File: src/rtl/hci_outstanding_sram_target_pkg.sv
// Shared types for the HCI-Outstanding SRAM responder: status flags exported to the cluster.
package hci_outstanding_sram_target_pkg;

    localparam int unsigned FLAGS_CNT_W = 8;

    typedef struct packed {
        logic [FLAGS_CNT_W-1:0] cnt;
        logic                   idle;
    } hci_outstanding_target_flags_t;

endpackage

File: src/rtl/hci_outstanding_sram_target_if.sv
// Decoupled request/response channel pair of the HCI-Outstanding protocol.
interface hci_outstanding_sram_target_if #(
    parameter int unsigned DW = 32,
    parameter int unsigned AW = 32,
    parameter int unsigned UW = 1,
    parameter int unsigned IW = 1
);
    logic            req_valid;
    logic            req_ready;
    logic [AW-1:0]   req_add;
    logic            req_wen;
    logic [DW/8-1:0] req_be;
    logic [DW-1:0]   req_data;
    logic [UW-1:0]   req_user;
    logic [IW-1:0]   req_id;

    logic            resp_valid;
    logic            resp_ready;
    logic [DW-1:0]   resp_data;
    logic [UW-1:0]   resp_user;
    logic [IW-1:0]   resp_id;

    modport master (
        output req_valid, req_add, req_wen, req_be, req_data, req_user, req_id, resp_ready,
        input  req_ready, resp_valid, resp_data, resp_user, resp_id
    );

    modport slave (
        input  req_valid, req_add, req_wen, req_be, req_data, req_user, req_id, resp_ready,
        output req_ready, resp_valid, resp_data, resp_user, resp_id
    );
endinterface

File: src/rtl/hci_outstanding_sram_target_fifo.sv
// Registered response queue (no fall-through); depth need not be a power of two.
module hci_outstanding_sram_target_fifo #(
    parameter int unsigned DATA_WIDTH = 34,
    parameter int unsigned FIFO_DEPTH = 4
) (
    input  logic                  clk_i,
    input  logic                  rst_ni,
    input  logic                  clear_i,
    input  logic                  push,
    input  logic [DATA_WIDTH-1:0] push_data,
    input  logic                  pop,
    output logic [DATA_WIDTH-1:0] pop_data,
    output logic                  empty
);
    localparam int unsigned PW = (FIFO_DEPTH > 1) ? $clog2(FIFO_DEPTH) : 1;
    localparam int unsigned CW = $clog2(FIFO_DEPTH + 1);

    logic [DATA_WIDTH-1:0] storage [FIFO_DEPTH];
    logic [PW-1:0]         wr_ptr, rd_ptr;
    logic [CW-1:0]         count;
    logic                  full, push_en, pop_en;

    function automatic logic [PW-1:0] next_ptr(input logic [PW-1:0] p);
        return (p == PW'(FIFO_DEPTH - 1)) ? '0 : p + PW'(1);
    endfunction

    assign empty    = (count == '0);
    assign full     = (count == CW'(FIFO_DEPTH));
    assign push_en  = push & ~full;
    assign pop_en   = pop & ~empty;
    assign pop_data = storage[rd_ptr];

    always_ff @(posedge clk_i or negedge rst_ni) begin
        if (!rst_ni) begin
            wr_ptr <= '0;
            rd_ptr <= '0;
            count  <= '0;
        end else if (clear_i) begin
            wr_ptr <= '0;
            rd_ptr <= '0;
            count  <= '0;
        end else begin
            if (push_en) wr_ptr <= next_ptr(wr_ptr);
            if (pop_en)  rd_ptr <= next_ptr(rd_ptr);
            if (push_en && !pop_en)      count <= count + CW'(1);
            else if (!push_en && pop_en) count <= count - CW'(1);
        end
    end

    // NOTE: payload storage has no reset; validity is tracked solely by count, so this maps to plain RAM/flops.
    always_ff @(posedge clk_i) begin
        if (push_en) storage[wr_ptr] <= push_data;
    end

    assert property (@(posedge clk_i) disable iff (!rst_ni) !(push && full));
    assert property (@(posedge clk_i) disable iff (!rst_ni) !(pop && empty));
endmodule

File: src/rtl/hci_outstanding_sram_target.sv
// HCI-Outstanding responder in front of a fixed-latency SRAM: one in-order response per accepted request.
module hci_outstanding_sram_target
    import hci_outstanding_sram_target_pkg::*;
#(
    parameter int unsigned DW          = 32,
    parameter int unsigned AW          = 32,
    parameter int unsigned UW          = 1,
    parameter int unsigned IW          = 1,
    parameter int unsigned MEM_AW      = 10,
    parameter int unsigned MEM_LATENCY = 1,
    parameter int unsigned RESP_DEPTH  = 4
) (
    input  logic                          clk_i,
    input  logic                          rst_ni,
    input  logic                          clear_i,
    input  logic                          enable_i,
    hci_outstanding_sram_target_if.slave  tcdm,
    output logic                          mem_req_o,
    output logic                          mem_we_o,
    output logic [MEM_AW-1:0]             mem_addr_o,
    output logic [DW/8-1:0]               mem_be_o,
    output logic [DW-1:0]                 mem_wdata_o,
    input  logic [DW-1:0]                 mem_rdata_i,
    output hci_outstanding_target_flags_t flags_o
);
    localparam int unsigned OFFS = $clog2(DW / 8);
    localparam int unsigned CW   = $clog2(RESP_DEPTH + 1);
    localparam int unsigned FW   = DW + UW + IW;

    if (MEM_LATENCY < 1)  begin : g_bad_latency $error("MEM_LATENCY must be >= 1"); end
    if (RESP_DEPTH < 1)   begin : g_bad_depth   $error("RESP_DEPTH must be >= 1"); end
    if (DW % 8 != 0)      begin : g_bad_dw      $error("DW must be a multiple of 8"); end

    typedef struct packed {
        logic          valid;
        logic          wen;
        logic [UW-1:0] user;
        logic [IW-1:0] id;
    } tag_t;

    logic          hs_req, hs_resp;
    logic [CW-1:0] cnt;
    tag_t          pipe [MEM_LATENCY];
    tag_t          pipe_out;
    logic [FW-1:0] fifo_wdata, fifo_rdata;
    logic          fifo_empty;
    logic          unused_addr;

    // Credits cover both the tag pipe and the queue, so a push can never meet a full FIFO.
    assign tcdm.req_ready = enable_i & (cnt < CW'(RESP_DEPTH));
    assign hs_req         = tcdm.req_valid & tcdm.req_ready;
    assign hs_resp        = tcdm.resp_valid & tcdm.resp_ready;

    assign mem_req_o   = hs_req;
    assign mem_we_o    = hs_req & ~tcdm.req_wen;
    assign mem_addr_o  = hs_req ? tcdm.req_add[OFFS +: MEM_AW] : '0;
    assign mem_be_o    = hs_req ? tcdm.req_be : '0;
    assign mem_wdata_o = hs_req ? tcdm.req_data : '0;
    assign unused_addr = ^tcdm.req_add;

    always_ff @(posedge clk_i or negedge rst_ni) begin
        if (!rst_ni) begin
            for (int i = 0; i < MEM_LATENCY; i++) pipe[i] <= '0;
        end else if (clear_i) begin
            for (int i = 0; i < MEM_LATENCY; i++) pipe[i] <= '0;
        end else begin
            pipe[0] <= '{valid: hs_req, wen: tcdm.req_wen, user: tcdm.req_user, id: tcdm.req_id};
            for (int i = 1; i < MEM_LATENCY; i++) pipe[i] <= pipe[i-1];
        end
    end

    assign pipe_out   = pipe[MEM_LATENCY-1];
    assign fifo_wdata = {pipe_out.wen ? mem_rdata_i : '0, pipe_out.user, pipe_out.id};

    hci_outstanding_sram_target_fifo #(
        .DATA_WIDTH (FW),
        .FIFO_DEPTH (RESP_DEPTH)
    ) i_resp_fifo (
        .clk_i     (clk_i),
        .rst_ni    (rst_ni),
        .clear_i   (clear_i),
        .push      (pipe_out.valid),
        .push_data (fifo_wdata),
        .pop       (hs_resp),
        .pop_data  (fifo_rdata),
        .empty     (fifo_empty)
    );

    assign tcdm.resp_valid = ~fifo_empty;
    assign {tcdm.resp_data, tcdm.resp_user, tcdm.resp_id} = fifo_rdata;

    always_ff @(posedge clk_i or negedge rst_ni) begin
        if (!rst_ni) begin
            cnt <= '0;
        end else if (clear_i) begin
            cnt <= '0;
        end else if (hs_req && !hs_resp) begin
            cnt <= cnt + CW'(1);
        end else if (!hs_req && hs_resp) begin
            cnt <= cnt - CW'(1);
        end
    end

    assign flags_o.cnt  = FLAGS_CNT_W'(cnt);
    assign flags_o.idle = (cnt == '0);
endmodule

File: src/flat_wrapper.sv
// flat-port wrapper written by rule: the top's interface ports become plain ports
module hci_outstanding_sram_target_flat import hci_outstanding_sram_target_pkg::*;
#(
    parameter int unsigned DW          = 32,
    parameter int unsigned AW          = 32,
    parameter int unsigned UW          = 1,
    parameter int unsigned IW          = 1,
    parameter int unsigned MEM_AW      = 10,
    parameter int unsigned MEM_LATENCY = 1,
    parameter int unsigned RESP_DEPTH  = 4
)
  (clk_i, rst_ni, clear_i, enable_i, mem_req_o, mem_we_o, mem_addr_o, mem_be_o, mem_wdata_o, mem_rdata_i, flags_o, tcdm_req_valid, tcdm_req_add, tcdm_req_wen, tcdm_req_be, tcdm_req_data, tcdm_req_user, tcdm_req_id, tcdm_resp_ready, tcdm_req_ready, tcdm_resp_valid, tcdm_resp_data, tcdm_resp_user, tcdm_resp_id);
  hci_outstanding_sram_target_if #(.DW(DW), .AW(AW), .UW(UW), .IW(IW)) tcdm_i ();
  input  logic clk_i;
  input  logic rst_ni;
  input  logic clear_i;
  input  logic enable_i;
  output logic mem_req_o;
  output logic mem_we_o;
  output logic [MEM_AW-1:0] mem_addr_o;
  output logic [DW/8-1:0] mem_be_o;
  output logic [DW-1:0] mem_wdata_o;
  input  logic [DW-1:0] mem_rdata_i;
  output hci_outstanding_target_flags_t flags_o;
  input wire logic [$bits(tcdm_i.req_valid)-1:0] tcdm_req_valid;
  input wire logic [$bits(tcdm_i.req_add)-1:0] tcdm_req_add;
  input wire logic [$bits(tcdm_i.req_wen)-1:0] tcdm_req_wen;
  input wire logic [$bits(tcdm_i.req_be)-1:0] tcdm_req_be;
  input wire logic [$bits(tcdm_i.req_data)-1:0] tcdm_req_data;
  input wire logic [$bits(tcdm_i.req_user)-1:0] tcdm_req_user;
  input wire logic [$bits(tcdm_i.req_id)-1:0] tcdm_req_id;
  input wire logic [$bits(tcdm_i.resp_ready)-1:0] tcdm_resp_ready;
  output wire logic [$bits(tcdm_i.req_ready)-1:0] tcdm_req_ready;
  output wire logic [$bits(tcdm_i.resp_valid)-1:0] tcdm_resp_valid;
  output wire logic [$bits(tcdm_i.resp_data)-1:0] tcdm_resp_data;
  output wire logic [$bits(tcdm_i.resp_user)-1:0] tcdm_resp_user;
  output wire logic [$bits(tcdm_i.resp_id)-1:0] tcdm_resp_id;
  assign tcdm_i.req_valid = tcdm_req_valid;
  assign tcdm_i.req_add = tcdm_req_add;
  assign tcdm_i.req_wen = tcdm_req_wen;
  assign tcdm_i.req_be = tcdm_req_be;
  assign tcdm_i.req_data = tcdm_req_data;
  assign tcdm_i.req_user = tcdm_req_user;
  assign tcdm_i.req_id = tcdm_req_id;
  assign tcdm_i.resp_ready = tcdm_resp_ready;
  assign tcdm_req_ready = tcdm_i.req_ready;
  assign tcdm_resp_valid = tcdm_i.resp_valid;
  assign tcdm_resp_data = tcdm_i.resp_data;
  assign tcdm_resp_user = tcdm_i.resp_user;
  assign tcdm_resp_id = tcdm_i.resp_id;
  hci_outstanding_sram_target #(.DW(DW), .AW(AW), .UW(UW), .IW(IW), .MEM_AW(MEM_AW), .MEM_LATENCY(MEM_LATENCY), .RESP_DEPTH(RESP_DEPTH)) u_core (.clk_i(clk_i), .rst_ni(rst_ni), .clear_i(clear_i), .enable_i(enable_i), .tcdm(tcdm_i), .mem_req_o(mem_req_o), .mem_we_o(mem_we_o), .mem_addr_o(mem_addr_o), .mem_be_o(mem_be_o), .mem_wdata_o(mem_wdata_o), .mem_rdata_i(mem_rdata_i), .flags_o(flags_o));
endmodule
File: config.mk
export PLATFORM = sky130hd
export DESIGN_NAME = hci_outstanding_sram_target_flat
export DESIGN_NICKNAME = d
export VERILOG_FILES = /design/src/rtl/hci_outstanding_sram_target_pkg.sv /design/src/rtl/hci_outstanding_sram_target_if.sv /design/src/rtl/hci_outstanding_sram_target_fifo.sv /design/src/rtl/hci_outstanding_sram_target.sv /design/src/flat_wrapper.sv
export SDC_FILE = /design/constraint.sdc
export NUM_CORES = 1
export LEC_CHECK = 0
export CORE_ASPECT_RATIO = 1.4
export CORE_MARGIN = 2
export CORE_UTILIZATION = 42
export DETAILED_ROUTE_END_ITERATION = 16
export HOLD_SLACK_MARGIN = 0.08
export PLACE_DENSITY_LB_ADDON = 0.05
export SYNTH_ARGS = -nofsm -noshare
export SYNTH_HDL_FRONTEND = slang
export SYNTH_HIERARCHICAL = 1
export SYNTH_SLANG_ARGS = --single-unit
File: constraint.sdc
create_clock -name clk_i -period 2.5 [get_ports clk_i]
set_input_delay 0.5 -clock clk_i [delete_from_list [all_inputs] [get_ports clk_i]]
set_output_delay 0.5 -clock clk_i [all_outputs]
set_load 0.005 [all_outputs]
==> out/metrics.cfg <==
[status]
outcome = finished, final reports clean

[floorplan]
core_area_um2 = 14990
die_h_um = 150.4
io_pins = 202
start_util_pct = 42.90
num_rows = 53
die-area_um2 = 16330
die_x_um = 108.6

[clocking]
clockBufferDepth = 2
clock_latency_ns = 0.41
cts_hold_buf = 0
root_buffer = clkbuf_16
htree_levels = 4
clk_pin_slew_ns = 0.06
cts_buffers = 17
clkSinkCount = 150
cts_tree = yes

[detailed_routing]
wirelength_mm = 14.09
drtIter0Drc = 164
avgRoutedWirePerCell_um = 18.07
viasPerCell = 4.987
first_pass_iters = 4
antenna_left = 0
vias = 3890
remaining_drc_errors = 0

[global_route]
antenna_found_initial = 0
grt_pass1_wl_mm = 21.78
grt_overflow = 0
grt_max_degree = 33
grtUsageTotal_pct = 18.09
first_global_vias = 4177

[cells_and_area]
fillCellCount = 1192
drive_gt1_share_pct = 20.92
diodes = 0
nNetsFinal = 691
area_growth_syn_to_layout_pct = 43.35

[critical_path]
worst_path_largest_cell_delay_ns = 0.50
criticalPathCategory = flip-flop to output pin
path_max_fanout = 5
cp-end-kind = output pin
required_ns = 2.00
crit_chain = buf_8 -> mux4_2 -> clkdlybuf4s50_1
critPathSlowestCell = mux4_2
crit_arrival_ns = 1.94
start_kind = flip-flop

[power]
p_total_mw = 6.088
p_per_area_nw_per_um2 = 660.5
irDropWorstVdd_uv = 412.7
power_leakage_nw = 3.333

[placement]
place.gp.congestion = 0.7699
dp_hpwl_mm = 9.016
pre_cts_slack_ns = -0.3212
io_buffers = 174

[sta]
tightest_slew_ns = 0.6569
slew_headroom_pct = 56.07
final.setup.worst_slack_ns = 0.06173
hold_viol = 0
period_needed_ns = 2.438
min_period_over_period_pct = 97.53
fmax_ghz = 0.4101
finClkSkew_ns = 0.006648
setup_viol = 0
timing_max_transition_violations_final = 0

[synthesis]
syn_area_per_cell_um2 = 17.43
yosysTopAreaCellShare_pct = 63.51
syn_inst = 369
synth.area.top_cells = edfxtp_1, mux4_2, and2_1, dfrtp_1, buf_4
synth.largest_area_cell = edfxtp_1
synth_warnings = 6
yosysSeqAreaShare_pct = 68.96
synth_area_um2 = 6430
ys_seq_elements = 150
synth.distinct_cells = 43

[job]
cap_viol_max_count = 0

[worst_hold_path]
worstHoldPathType = flip-flop to flip-flop

==> cells by family (layout without fill, tap and decap cells) <==
| family | count (synthesis) | after routing | share of synthesized area [%] |
|---|---|---|---|
| compound gates | 14 | 14 | 1.712 |
| other cells | 1 | 5 | 0.05832 |
| fa+ha+maj | 7 | 7 | 1.596 |
| buf+inv | 38 | 253 | 3.016 |
| flops | 150 | 150 | 68.96 |
| simple gates | 118 | 118 | 11.42 |
| mux | 40 | 40 | 12.88 |
| xor+xnor | 1 | 1 | 0.3502 |
==> layout make-up <==
cell class | instances | area [um2] | share of cell area [%]
repair inverters | 3 | 33.78 | 0.3665
multi-input cells | 185 | 1822 | 19.76
repair buffers | 208 | 2087 | 22.64
flip-flops and latches | 150 | 4438 | 48.15
well taps | 192 | 240.2 | 2.606
clock inverters | 13 | 113.9 | 1.235
clock buffers | 19 | 432.9 | 4.697
inverters | 10 | 50.05 | 0.5430
==> placed cells by master (no fill, tap or decap), types with 7 or more instances in the layout <==
cell type	Yosys	final
dfrtp_1	14	11
clkdlybuf4s50_1	0	140
buf_4	9	23
mux4_2	34	34
inv_1	9	9
clkbuf_2	2	7
nor2_1	12	12
edfxtp_1	136	136
dlygate4sd2_1	0	25
and2_1	78	78
clkbuf_16	0	17
==> sequential cells by signal (all words and copies together), names as in the netlist <==
signal,flops
u_core/i_resp_fifo/storage,136
u_core/cnt,3
u_core/i_resp_fifo/count,3
u_core/fifo_wdata,2
u_core/i_resp_fifo/rd_ptr,2
u_core/i_resp_fifo/wr_ptr,2
u_core/pipe,2
==> cells in the mapped netlist <==
| library cell | number |
|---|---|
| xnor3_1 | 1 |
| and2_1 | 78 |
| a221oi_2 | 1 |
| clkbuf_1 | 7 |
| and4bb_2 | 1 |
| mux4_2 | 34 |
| nand3b_1 | 2 |
| conb_1 | 1 |
| clkbuf_2 | 2 |
| a311oi_1 | 3 |
| a211o_1 | 1 |
| or3_1 | 1 |
| nor4b_1 | 1 |
| o311a_1 | 1 |
| edfxtp_1 | 136 |
| buf_2 | 6 |
| buf_6 | 1 |
| dfrtp_1 | 14 |
| nor4bb_1 | 1 |
| nand2_1 | 2 |
| o21a_1 | 1 |
| nor2_1 | 12 |
| nor2b_1 | 4 |
| or3b_2 | 1 |
| buf_1 | 3 |
| o21ai_0 | 2 |
| or4_1 | 3 |
| mux2i_1 | 4 |
| buf_4 | 9 |
| and3_1 | 4 |
| a21oi_1 | 3 |
| mux2_2 | 2 |
| o31ai_1 | 1 |
| fa_1 | 2 |
| nand3b_4 | 1 |
| nor3_1 | 3 |
| nor3b_1 | 1 |
| a21bo_2 | 1 |
| ha_1 | 5 |
| inv_2 | 1 |
| and2b_1 | 1 |
| inv_1 | 9 |
| nand3_1 | 2 |
==> metrics by stage <==
| stage | util [%] | hold slack (ns) | setup TNS [ns] | instances | instance area [um2] |
|---|---|---|---|---|---|
| after CTS | 61.45 | 0.4918 | 0 | 776 | 9210 |
| after floorplan | - | 0.2044 | 0 | 373 | 6445 |
| after detailed placement | 56.70 | 0.4922 | -13.74 | 732 | 8498 |
| after global routing | 61.50 | 0.5170 | -0.0002585 | 780 | 9218 |
| after global placement | 56.70 | 0.4618 | -11.15 | 732 | 8498 |
| final | 61.50 | 0.4928 | 0 | 780 | 9218 |
==> critical path: cells and delay by family, from the launching register on <==
kind	cells	cell delay, ns
buf+inv	2	0.60
flops	1	0.43
mux	1	0.50
==> worst paths after layout <==
check                                             start                                to  slack [ns]  cells after the start
max                        u_core/i_resp_fifo/rd_ptr[0]                 tcdm_resp_data[7]        0.06                      3
min                                u_core/fifo_wdata[1]  u_core/i_resp_fifo/storage[1][1]        0.49                      0
max reg2reg                 u_core/i_resp_fifo/count[0]                     u_core/cnt[1]        0.29                      7
min reg2reg                        u_core/fifo_wdata[1]  u_core/i_resp_fifo/storage[1][1]        0.49                      0
max in group asynchronous                        rst_ni                     u_core/cnt[2]        1.54                      1
min in group asynchronous                        rst_ni       u_core/i_resp_fifo/count[0]        0.50                      1
==> power by group <==
part | internal, mW | switching [mW] | leakage (nW) | total [mW]
combinational | 0.584 | 0.350 | 1.63 | 0.934
clock | 1.30 | 1.01 | 0.255 | 2.31
sequential | 2.80 | 0.0463 | 1.45 | 2.84
total | 4.68 | 1.41 | 3.33 | 6.09
==> per-layer routing <==
layer  GRT usage (%)  vias to the layer above  part of all wire [%]
met5               0                        -                     0
met4           5.321                        0                  0.92
met3           4.805                        7                   5.0
met2           32.53                      137                    55
met1           21.02                     1941                    39
li1                -                     1805                     -
==> what timing repair did <==
action / in CTS / in global routing
buffers inserted: 6 / 4
resized for setup: 49 / 11
setup endpoints to repair: 80 / 40
pin swaps: 1 / 0
cloned: 6 / 0
(Power assumes the default switching activity.)
